$ cat config.mk
export PLATFORM = sky130hd
export DESIGN_NAME = status_vector_queue_flat
export DESIGN_NICKNAME = d
export VERILOG_FILES = /design/src/rtl/status_vector_queue_if.sv /design/src/rtl/status_vector_queue.sv /design/src/flat_wrapper.sv
export SDC_FILE = /design/constraint.sdc
export NUM_CORES = 1
export LEC_CHECK = 0
export ABC_AREA = 1
export BUFFER_PORTS_ARGS = -buffer_cell sky130_fd_sc_hd__buf_2
export CAP_MARGIN = 0
export CORE_MARGIN = 3
export CORE_UTILIZATION = 42
export CTS_BUF_LIST = sky130_fd_sc_hd__clkbuf_4 sky130_fd_sc_hd__clkbuf_8
export DETAILED_ROUTE_END_ITERATION = 6
export HOLD_SLACK_MARGIN = 0.1
export PLACE_DENSITY_LB_ADDON = 0.12
export SLEW_MARGIN = 20
export SYNTH_ARGS = -nofsm -noshare
export SYNTH_HDL_FRONTEND = slang
export SYNTH_SLANG_ARGS = --single-unit
$ cat constraint.sdc
create_clock -name clk_i -period 4.7 [get_ports clk_i]
set_clock_uncertainty 0.2 [all_clocks]
set_input_delay 1.175 -clock clk_i [delete_from_list [all_inputs] [get_ports clk_i]]
set_output_delay 1.175 -clock clk_i [all_outputs]
set_load 0.01 [all_outputs]
$ cat src/rtl/status_vector_queue_if.sv
// Request/status bundle of the in-order status queue.
// The master issues push/pull/set requests; the slave (the queue) reports its state.
interface status_vector_queue_if #(
    parameter int DEPTH = 8
);
    localparam int IDX_W = $clog2(DEPTH);
    localparam int CNT_W = $clog2(DEPTH + 1);

    logic             push_i;
    logic             value_i;
    logic             pull_i;
    logic             set_i;
    logic [IDX_W-1:0] set_idx_i;
    logic [DEPTH-1:0] valid_o;
    logic [DEPTH-1:0] status_o;
    logic [CNT_W-1:0] count_o;
    logic             full_o;
    logic             empty_o;
    logic             head_done_o;
    logic             err_o;

    modport master (
        output push_i, value_i, pull_i, set_i, set_idx_i,
        input  valid_o, status_o, count_o, full_o, empty_o, head_done_o, err_o
    );

    modport slave (
        input  push_i, value_i, pull_i, set_i, set_idx_i,
        output valid_o, status_o, count_o, full_o, empty_o, head_done_o, err_o
    );
endinterface

$ cat src/rtl/status_vector_queue.sv
// In-order queue of single-bit status entries; head is always entry [0].
// Entries are appended at index count, shift toward [0] on pull, and can be set sticky by index.
module status_vector_queue #(
    parameter int DEPTH = 8
) (
    input  logic                  clk_i,
    input  logic                  arst_n_i,
    status_vector_queue_if.slave  bus
);
    localparam int IDX_W = $clog2(DEPTH);
    localparam int CNT_W = $clog2(DEPTH + 1);
    localparam logic [CNT_W-1:0] FULL_CNT = CNT_W'(DEPTH);

    logic [CNT_W-1:0] count_r;
    logic [DEPTH-1:0] status_r;
    logic             err_r;

    logic             pull_acc_s;
    logic             push_acc_s;
    logic [CNT_W-1:0] target_s;
    logic [CNT_W-1:0] count_nxt_s;
    logic [DEPTH-1:0] hit_s;
    logic [DEPTH:0]   ext_s;
    logic [DEPTH-1:0] status_nxt_s;
    logic             err_nxt_s;

    // A set only lands on an entry that is already valid before this cycle's update.
    function automatic logic set_hit(input logic set, input logic [IDX_W-1:0] idx,
                                     input int j, input logic [CNT_W-1:0] cnt);
        return set && (int'(idx) == j) && (j < int'(cnt));
    endfunction

    // Acceptance, next occupancy and next per-entry status.
    always_comb begin
        pull_acc_s   = bus.pull_i && (count_r != {CNT_W{1'b0}});
        push_acc_s   = bus.push_i && ((count_r != FULL_CNT) || pull_acc_s);
        target_s     = count_r - CNT_W'(pull_acc_s);
        count_nxt_s  = count_r + CNT_W'(push_acc_s) - CNT_W'(pull_acc_s);
        err_nxt_s    = (bus.push_i && !push_acc_s) || (bus.pull_i && !pull_acc_s);
        hit_s        = {DEPTH{1'b0}};
        status_nxt_s = {DEPTH{1'b0}};
        for (int j = 0; j < DEPTH; j++) begin
            hit_s[j] = set_hit(bus.set_i, bus.set_idx_i, j, count_r);
        end
        // Extra top bit supplies the zero shifted into the last entry on a pull.
        ext_s = {1'b0, status_r | hit_s};
        for (int i = 0; i < DEPTH; i++) begin
            if (push_acc_s && (int'(target_s) == i)) begin
                status_nxt_s[i] = bus.value_i;
            end else if (pull_acc_s) begin
                status_nxt_s[i] = ext_s[i+1];
            end else begin
                status_nxt_s[i] = ext_s[i];
            end
            status_nxt_s[i] = status_nxt_s[i] && (i < int'(count_nxt_s));
        end
    end

    // State registers; cleared immediately on reset assertion.
    always_ff @(posedge clk_i or negedge arst_n_i) begin
        if (!arst_n_i) begin
            count_r  <= {CNT_W{1'b0}};
            status_r <= {DEPTH{1'b0}};
            err_r    <= 1'b0;
        end else begin
            count_r  <= count_nxt_s;
            status_r <= status_nxt_s;
            err_r    <= err_nxt_s;
        end
    end

    // Output decode from registered state only.
    always_comb begin
        bus.valid_o = {DEPTH{1'b0}};
        for (int i = 0; i < DEPTH; i++) begin
            bus.valid_o[i] = (i < int'(count_r));
        end
        bus.status_o    = status_r;
        bus.count_o     = count_r;
        bus.full_o      = (count_r == FULL_CNT);
        bus.empty_o     = (count_r == {CNT_W{1'b0}});
        bus.head_done_o = (count_r != {CNT_W{1'b0}}) && status_r[0];
        bus.err_o       = err_r;
    end
endmodule

$ cat src/flat_wrapper.sv
// flat-port wrapper written by rule: the top's interface ports become plain ports
module status_vector_queue_flat 
#(
    parameter int DEPTH = 8
)
  (clk_i, arst_n_i, bus_push_i, bus_value_i, bus_pull_i, bus_set_i, bus_set_idx_i, bus_valid_o, bus_status_o, bus_count_o, bus_full_o, bus_empty_o, bus_head_done_o, bus_err_o);
  status_vector_queue_if #(.DEPTH(DEPTH)) bus_i ();
  input  logic clk_i;
  input  logic arst_n_i;
  input wire logic [$bits(bus_i.push_i)-1:0] bus_push_i;
  input wire logic [$bits(bus_i.value_i)-1:0] bus_value_i;
  input wire logic [$bits(bus_i.pull_i)-1:0] bus_pull_i;
  input wire logic [$bits(bus_i.set_i)-1:0] bus_set_i;
  input wire logic [$bits(bus_i.set_idx_i)-1:0] bus_set_idx_i;
  output wire logic [$bits(bus_i.valid_o)-1:0] bus_valid_o;
  output wire logic [$bits(bus_i.status_o)-1:0] bus_status_o;
  output wire logic [$bits(bus_i.count_o)-1:0] bus_count_o;
  output wire logic [$bits(bus_i.full_o)-1:0] bus_full_o;
  output wire logic [$bits(bus_i.empty_o)-1:0] bus_empty_o;
  output wire logic [$bits(bus_i.head_done_o)-1:0] bus_head_done_o;
  output wire logic [$bits(bus_i.err_o)-1:0] bus_err_o;
  assign bus_i.push_i = bus_push_i;
  assign bus_i.value_i = bus_value_i;
  assign bus_i.pull_i = bus_pull_i;
  assign bus_i.set_i = bus_set_i;
  assign bus_i.set_idx_i = bus_set_idx_i;
  assign bus_valid_o = bus_i.valid_o;
  assign bus_status_o = bus_i.status_o;
  assign bus_count_o = bus_i.count_o;
  assign bus_full_o = bus_i.full_o;
  assign bus_empty_o = bus_i.empty_o;
  assign bus_head_done_o = bus_i.head_done_o;
  assign bus_err_o = bus_i.err_o;
  status_vector_queue #(.DEPTH(DEPTH)) u_core (.clk_i(clk_i), .arst_n_i(arst_n_i), .bus(bus_i));
endmodule
Yosys cells after proc, flatten, opt, wreduce, memory -nomap -nowiden:

Cells that the tools add are included.

* bits in registers: 13
* bits in latches: 0
* memory bits (writable): 0
* bits in read-only memories: 0
* input port bits: 9
* output and inout port bits: 24
* logic and storage cells: 100
* memories: 0

* $add $sub $neg: 3
* multiply operators: 0
* divide/modulo/power cells: 0
* $lt $le $gt $ge: 16
* equal/unequal tests: 16
* shift operators: 0
* mux-type cells: 16
* bitwise logic cells: 1
* reductions and logical operators: 45

Operator list (number)
* 1-bit logical AND: 37
* 3-bit by 4-bit less-than comparator with 1-bit output, first input constant: 8
* 4-bit == test, second input constant: 5
* 1-bit by 4-bit less-than comparator with 1-bit output, first input constant: 4
* 2-bit by 4-bit less-than comparator with 1-bit output, first input constant: 4
* 1-bit 2-to-1 mux: 16
* 3-bit == test, second input constant: 4
* 4-bit by 3-bit == test with 1-bit output, second input constant: 2
* 4-bit logical NOT: 2
* 8-bit OR: 1
* 4-bit by 1-bit subtractor with 4-bit output: 2
* 3-bit by 2-bit == test with 1-bit output, second input constant: 2
* 4-bit by 1-bit adder with 4-bit output: 1
* 4-bit by 2-bit == test with 1-bit output, second input constant: 1
* 4-bit != test, second input constant: 1
* 4-bit nonzero test: 1
* 3-bit by 1-bit == test with 1-bit output, second input constant: 1
* 3-bit logical NOT: 1
* 1-bit logical NOT: 2
* 1-bit logical OR: 2

Longest topological paths before layout:

Gate-level depths: netlist of run 1.

* depth in word-level cells: 8
* gate-level depth with buffers: 13
* mapped depth without buffers: 13

Worst setup path before layout of run 1:

Ideal clock, no wire load.

* path kind: input to register
* start point: input bus_pull_i
* end point: register u_core.status_r[4] (netlist: u_core.bus.status_o[4])
* setup time: 0.117 ns
* arrival: 2.562 ns
* required time: 4.383 ns
* setup slack: 1.822 ns
* cell stages on the path: 8
* buffers on the path: 0
* cell sequence: or2_1 nand2_4 ha_1 fa_1 xor2_1 o21ai_0 nand2_1 nor2_1

* word-level cells in the longest chain between the ends: 7
* elaborated cells on any way between the ends: 12
* classes of those cells: 3 x add/sub; 1 x order compare; 1 x eq/ne; 2 x mux; 5 x reduce/logical

RTL lines
* start: declaration: line flat_wrapper.sv:12 `input wire logic [$bits(bus_i.pull_i)-1:0] bus_pull_i;`
* 1-bit logical AND (*): line status_vector_queue.sv:35 `pull_acc_s = bus.pull_i && (count_r != {CNT_W{1'b0}});`
* 1-bit logical OR: line status_vector_queue.sv:36 `push_acc_s = bus.push_i && ((count_r != FULL_CNT) || pull_acc_s);`
* 1-bit logical AND: line status_vector_queue.sv:36
* 4-bit by 1-bit adder with 4-bit output: line status_vector_queue.sv:38 `count_nxt_s = count_r + CNT_W'(push_acc_s) - CNT_W'(pull_acc_s);`
* 4-bit by 1-bit subtractor with 4-bit output: line status_vector_queue.sv:38
* 3-bit by 4-bit less-than comparator with 1-bit output: line status_vector_queue.sv:55 `status_nxt_s[i] = status_nxt_s[i] && (i < int'(count_nxt_s));`
* 1-bit logical AND (*): line status_vector_queue.sv:55
* net u_core.status_nxt_s[4]: line status_vector_queue.sv:24 `logic [DEPTH-1:0] status_nxt_s;`
* end signal: assignment: line status_vector_queue.sv:63 `status_r <= {DEPTH{1'b0}};`
* end signal: assignment: line status_vector_queue.sv:67 `status_r <= status_nxt_s;`
* end: declaration: line status_vector_queue.sv:15 `logic [DEPTH-1:0] status_r;`

Mark *: on every way through the listed nets, which the timed path passes. The rest lies on a longest branch.

Final worst setup path of run 1:

* start point: register u_core.count_r[3] (netlist: u_core.bus.count_o[3])
* end point: output bus_head_done_o

* word-level cells in the longest chain between the ends: 2

RTL lines
* start: declaration: line status_vector_queue.sv:14 `logic [CNT_W-1:0] count_r;`
* start signal: assignment: line status_vector_queue.sv:62 `count_r <= {CNT_W{1'b0}};`
* start signal: assignment: line status_vector_queue.sv:66 `count_r <= count_nxt_s;`
* 4-bit nonzero test: line status_vector_queue.sv:82 `bus.head_done_o = (count_r != {CNT_W{1'b0}}) && status_r[0];`
* 1-bit logical AND: line status_vector_queue.sv:82
* end: declaration: line flat_wrapper.sv:20 `output wire logic [$bits(bus_i.head_done_o)-1:0] bus_head_done_o;`

Every way passes these cells.

==> results of run 1 <==
[per-stage QoR]
stage          utilization  cells  setup WS [ns]  total power [mW]  hold slack, ns
3_3_place_gp         0.535    233           1.46              1.03           0.431
2_1_floorplan            -    173           1.82             0.818           0.476
3_5_place_dp         0.535    233           1.40              1.04           0.431
4_1_cts              0.546    237           1.62              1.13           0.455
5_1_grt              0.546    237           1.44              1.25           0.514
6_report             0.546    237           1.62              1.12           0.447
[final timing paths]
path                                              from                      to  slack, ns  cells after the start
worst min-delay path            u_core.bus.status_o[7]  u_core.bus.status_o[7]       0.45                      4
worst max-delay path             u_core.bus.count_o[3]         bus_head_done_o       1.62                      6
max in group asynchronous                     arst_n_i   u_core.bus.count_o[0]       3.47                      1
worst min register to register  u_core.bus.status_o[7]  u_core.bus.status_o[7]       0.45                      4
worst max register to register   u_core.bus.count_o[3]  u_core.bus.status_o[4]       1.65                     11
min in group asynchronous                     arst_n_i  u_core.bus.status_o[3]       0.58                      1
[cell families after synthesis]
kind of cell    synth area share
buf+inv                   0.0989
simple gates               0.416
flops                      0.268
compound gates            0.0968
fa+ha+maj                 0.0989
xor+xnor                  0.0216
[cells in the final DEF, fill, tap and decap left out]
| cell type | instances |
|---|---|
| a31o_2 | 1 |
| nor3b_2 | 1 |
| inv_2 | 4 |
| inv_1 | 24 |
| nor2_1 | 25 |
| o21bai_1 | 1 |
| nor3_4 | 1 |
| fa_1 | 1 |
| nand2_4 | 3 |
| ha_1 | 8 |
| nand3_4 | 1 |
| xnor2_1 | 1 |
| clkbuf_4 | 4 |
| nand2_2 | 4 |
| nand3_1 | 8 |
| dfrtp_1 | 13 |
| a21oi_4 | 1 |
| xor2_1 | 2 |
| nand2_1 | 41 |
| a21oi_1 | 5 |
| or2_1 | 1 |
| nand4_1 | 1 |
| nor2_2 | 8 |
| o21ai_1 | 4 |
| buf_2 | 32 |
| o21ai_0 | 3 |
| nand3_2 | 5 |
| a31oi_1 | 4 |
[cell type report]
cell class / instances / area (um2) / share of cell area
Sequential cell: 13 / 325 / 0.228
Multi-Input combinational cell: 130 / 769 / 0.539
Timing Repair Buffer: 32 / 160 / 0.112
Inverter: 28 / 105 / 0.0736
Clock buffer: 4 / 30.0 / 0.0210
Tap cell: 30 / 37.5 / 0.0263
[tightest hold or removal path, cell delays in order (launching register included)]
cell     delay (ns)
dfrtp_1        0.35
a31oi_1        0.05
nor2_1         0.08
nor2_1         0.05
nor2_1         0.08
[power breakdown]
part | switching (mW) | total [mW] | internal (mW)
sequential | 0.0467 | 0.210 | 0.163
clock | 0.0392 | 0.0779 | 0.0387
combinational | 0.544 | 0.834 | 0.290
total | 0.630 | 1.12 | 0.492
[layer usage]
metal  routed length, um  GRT usage
met4                  21     0.0475
met3                 213     0.0216
met2                1420      0.306
met1                1400      0.247
met5                   0          0
[registers in the layout, summed over array words and instances (netlist names)]
register / flops
u_core.bus.err_o: 1
u_core.bus.count_o: 4
u_core.bus.status_o: 8
==> impl_metrics.yaml, run 1 <==
routing:
  vias_per_cell: 5.01
  drc: 0
  via_count: 1188
  avgRoutedWirePerCell_um: 12.9
  ant_nets: 0
  drt-total-wl_mm: 3.06
  drt-pass1-iter-count: 4
  drtIter0Drc: 62
logic_synthesis:
  ys.flop_type: "dfrtp_1"
  syn_nets: 191
  yosysMostFrequentCell: "nand2_1"
  synth_edf_count: 0
  synth.area.top_cells: "dfrtp_1 (27%), nand2_1 (13%), ha_1 (8.2%), nor2_1 (7.7%), inv_1 (7.4%)"
  synth_top_cell_by_area: "dfrtp_1"
  synthCells: 173
  synth-seq-area-share: 0.268
  yosysTopAreaCellShare: 0.268
  ys_ff_latch: 13
  synthArstFlopShare: 1.00
  syn_area_per_cell_um2: 7.02
  yosysWarnings: 0
  synthesis.area_um2: 1210
  synth_common_cells: "nand2_1 (41), nor2_1 (25), inv_1 (24), dfrtp_1 (13)"
  yosys.cell_types.count: 27
place:
  place_congestion: 0.856
  io_buffer_count: 32
  hpwl_mm: 2.54
  placed_area_um2: 1400
clock_network:
  cts.sinks: 13
  htreeDepth: 1
  cts_resized: 0
  cts-root-buf: "clkbuf_4"
  path_clk_slew_ns: 0.08
  cts_tree: "done"
  cts_buffers: 3
  clk_path_buf_depth: 2
  postCtsSetupRepairBufs: 0
  ctsHoldBuffers: 0
  clock_latency_ns: 0.28
cells_and_area:
  drive_above_1_share: 0.314
  n_antenna_cell: 0
  fin_nets: 226
  num-fill-cells: 286
  post-route-cell-area_um2: 1430
  area_delta_synth_final_pct: 17.5
floorplanning:
  core.rowCount: 18
  start_util: 0.465
  die_w_um: 59.8
  dieArea_um2: 3570
  core_region_area_um2: 2610
  pin_count: 33
  die_h_um: 59.8
critical_path:
  crit_buf_inv: 3
  cpMaxStageDelayCell: "dfrtp_1"
  endpoint_kind: "output pin"
  worst_ep_arrival_time_ns: 1.70
  crit_chain: "inv_1 > ha_1 > nand2_2 > inv_1 > nor2_1 > buf_2"
  startpoint_type: "register"
  cp_top_family: "flip-flops"
  worstSetupPathType: "register to output pin"
  crit_fanout: 7
  required_ns: 3.32
  slowest_delay_ns: 0.45
  crit_top_cell: "inv_1"
timing:
  tns_ns: 0
  slew_headroom: 0.688
  min_period_over_period: 0.655
  finalCriticalPeriod_ns: 3.08
  tightest_slew_ns: 0.466
  hold_viol: 0
  rsz0062_at_grt: "false"
  setup_viol_count_final: 0
  slew_viol_final: 0
  timing.fmax_mhz: 325
power_and_ir_drop:
  vdd_drop_max_mv: 0.511
  p_leak_nw: 0.810
  p_per_area_nw_per_um2: 786
outcome:
  status: "finished clean"
flow_run:
  maxCapViolations: 0
grt:
  grt_first_pass_wirelength_mm: 5.00
  grt_pass1_vias: 1102
  grt_max_degree: 14
  antenna_found_initial: 0
  grtUsageTotal: 0.182
  grt_overflow: 0
min_path:
  hold_path_class: "register to register"
(Power assumes the default switching activity.)
==> run 2, diff against run 1 <==
Clock period 4.7 ns to 3.05 ns, I/O delays scaled along.
==> run 2 against run 1 <==
Effect of this change: clock power rose by 53%; sequential share of layout area is 0.28 points lower; register-to-register slack lost 1.4 ns; cell area rose by 1.2%; largest power group unchanged; via count rose by 0.76%; first-iteration DRC count decreased by 6.5%; power is 60% higher.
==> impl_metrics.yaml, run 2 (same netlist as run 1, synthesis figures left out) <==
grt:
  grtUsageTotal: 0.196
  antenna_found_initial: 0
  grt_max_degree: 14
  grt_pass1_vias: 1146
  grt_first_pass_wirelength_mm: 5.25
  met2_usage: 0.343
  busiest_layer: "met2"
  grtUsageMet1: 0.249
  grt_overflow: 0
  grt.met3_usage: 0.0389
power_and_ir_drop:
  combinationalPowerShare: 0.755
  p_leak_nw: 0.815
  vdd_drop_max_mv: 0.679
  p_int_mw: 0.808
  p_seq_frac: 0.179
  fin_total_pwr_mw: 1.80
  sw_frac_of_total: 0.551
  p_per_area_nw_per_um2: 1250
  power.switching_mw: 0.991
  p_clk_frac: 0.066
cells_and_area:
  num-fill-cells: 263
  fin_nets: 227
  drive_above_1_share: 0.327
  n_antenna_cell: 0
  seqCellArea_um2: 325
  largest_reg_flops: 8
  area_delta_synth_final_pct: 18.9
  multi_input_area_um2: 779
  final_cell_mix: "nand2_1 (41), buf_2 (32), nor2_1 (25)"
  final_common_cell: "nand2_1"
floorplanning:
  dieArea_um2: 3570
  pin_count: 33
  die_h_um: 59.8
  start_util: 0.465
  die_w_um: 59.8
  core.rowCount: 18
  core_region_area_um2: 2610
critical_path:
  crit_chain: "inv_1 > ha_2 > nand2_2 > nand2_4 > a21oi_4 > ha_1 > fa_1 > xor2_2 > o21ai_0 > nand2_1 > nor2_1"
  slowest_delay_ns: 0.43
  crit_buf_inv: 1
  rrSetupSlack_ns: 0.26
  crit_fanout: 7
  worst_ep_arrival_time_ns: 2.77
  r2r_cells: 11
  r2r_end: "u_core.bus.status_o[4]"
  startpoint_type: "register"
  cp_top_family: "adder cells"
  reg2reg_from: "u_core.bus.count_o[2]"
  worstSetupPathType: "register to register"
  required_ns: 3.03
  endpoint_kind: "register"
  cpMaxStageDelayCell: "dfrtp_1"
routing:
  drtIter0Drc: 58
  drt-pass1-iter-count: 4
  via_count: 1197
  drt-total-wl_mm: 3.24
  drc: 0
  vias_per_cell: 5.03
  ant_nets: 0
  avgRoutedWirePerCell_um: 13.6
clock_network:
  cts_buffers: 3
  cts.sinks: 13
  htreeDepth: 1
  postCtsSetupRepairBufs: 0
  clock_latency_ns: 0.28
  clk_path_buf_depth: 2
  ctsHoldBuffers: 0
  cts-root-buf: "clkbuf_4"
  cts_tree: "done"
  path_clk_slew_ns: 0.09
place:
  io_buffer_count: 32
  hpwl_mm: 2.65
  place_congestion: 0.894
timing:
  finalCriticalPeriod_ns: 2.79
  slew_headroom: 0.783
  hold_viol: 0
  timing.fmax_mhz: 359
  setup_viol_count_final: 0
  tns_ns: 0
  slew_viol_final: 0
  rsz0062_at_grt: "false"
  tightest_slew_ns: 0.324
  min_period_over_period: 0.914
flow_run:
  maxCapViolations: 0
outcome:
  status: "finished clean"
min_path:
  hold_path_class: "input pin to async pin"
==> run 2: how the worst max path moves through the flow <==
| stage | from | to | slack (ns) | cells after the start |
|---|---|---|---|---|
| floorplan | u_core.bus.count_o[2] | u_core.bus.status_o[4] | 0.31 | 11 |
| finish | u_core.bus.count_o[2] | u_core.bus.status_o[4] | 0.26 | 11 |
| global route | u_core.bus.count_o[2] | u_core.bus.status_o[4] | 0.10 | 11 |
| global placement | u_core.bus.count_o[2] | u_core.bus.status_o[4] | 0.14 | 11 |
| detailed placement | u_core.bus.count_o[2] | u_core.bus.status_o[4] | 0.06 | 11 |
| CTS | u_core.bus.count_o[2] | u_core.bus.status_o[4] | 0.06 | 11 |
==> run 2: power by group through the flow <==
stage	combinational [mW]	sequential (mW)	clock (mW)
after floorplan	0.915	0.345	0
after global routing	1.53	0.334	0.130
after CTS	1.34	0.322	0.125
after detailed placement	1.33	0.325	0
final	1.36	0.322	0.119
after global placement	1.32	0.323	0
==> run 2: stage by stage <==
step / setup WS, ns / hold WS [ns] / cells / area [um2] / utilization
2_1_floorplan: 0.308 / 0.267 / 173 / 1210 / -
3_3_place_gp: 0.143 / 0.481 / 234 / 1410 / 0.538
3_5_place_dp: 0.0615 / 0.477 / 234 / 1410 / 0.538
4_1_cts: 0.0615 / 0.165 / 238 / 1440 / 0.549
5_1_grt: 0.105 / 0.171 / 238 / 1450 / 0.553
6_report: 0.263 / 0.156 / 238 / 1450 / 0.553
==> run 2: metal layers <==
metal	vias to the layer above	wire length (um)	part of all wire
met1	531	1390	0.43
met5	-	0	0
li1	611	-	-
met2	47	1530	0.47
met4	0	40	0.012
met3	8	270	0.083
==> run 2: layout make-up <==
class                      count  area share
sequential                    13       0.225
tap                           30      0.0260
clock buffer                   4      0.0208
multi-input combinational    130       0.539
inverter                      28      0.0727
timing repair buffer          33       0.116
==> run 2: what timing repair did <==
action	CTS	global route
resized for setup	0	2
hold endpoints to repair	0	0
setup endpoints to repair	0	7
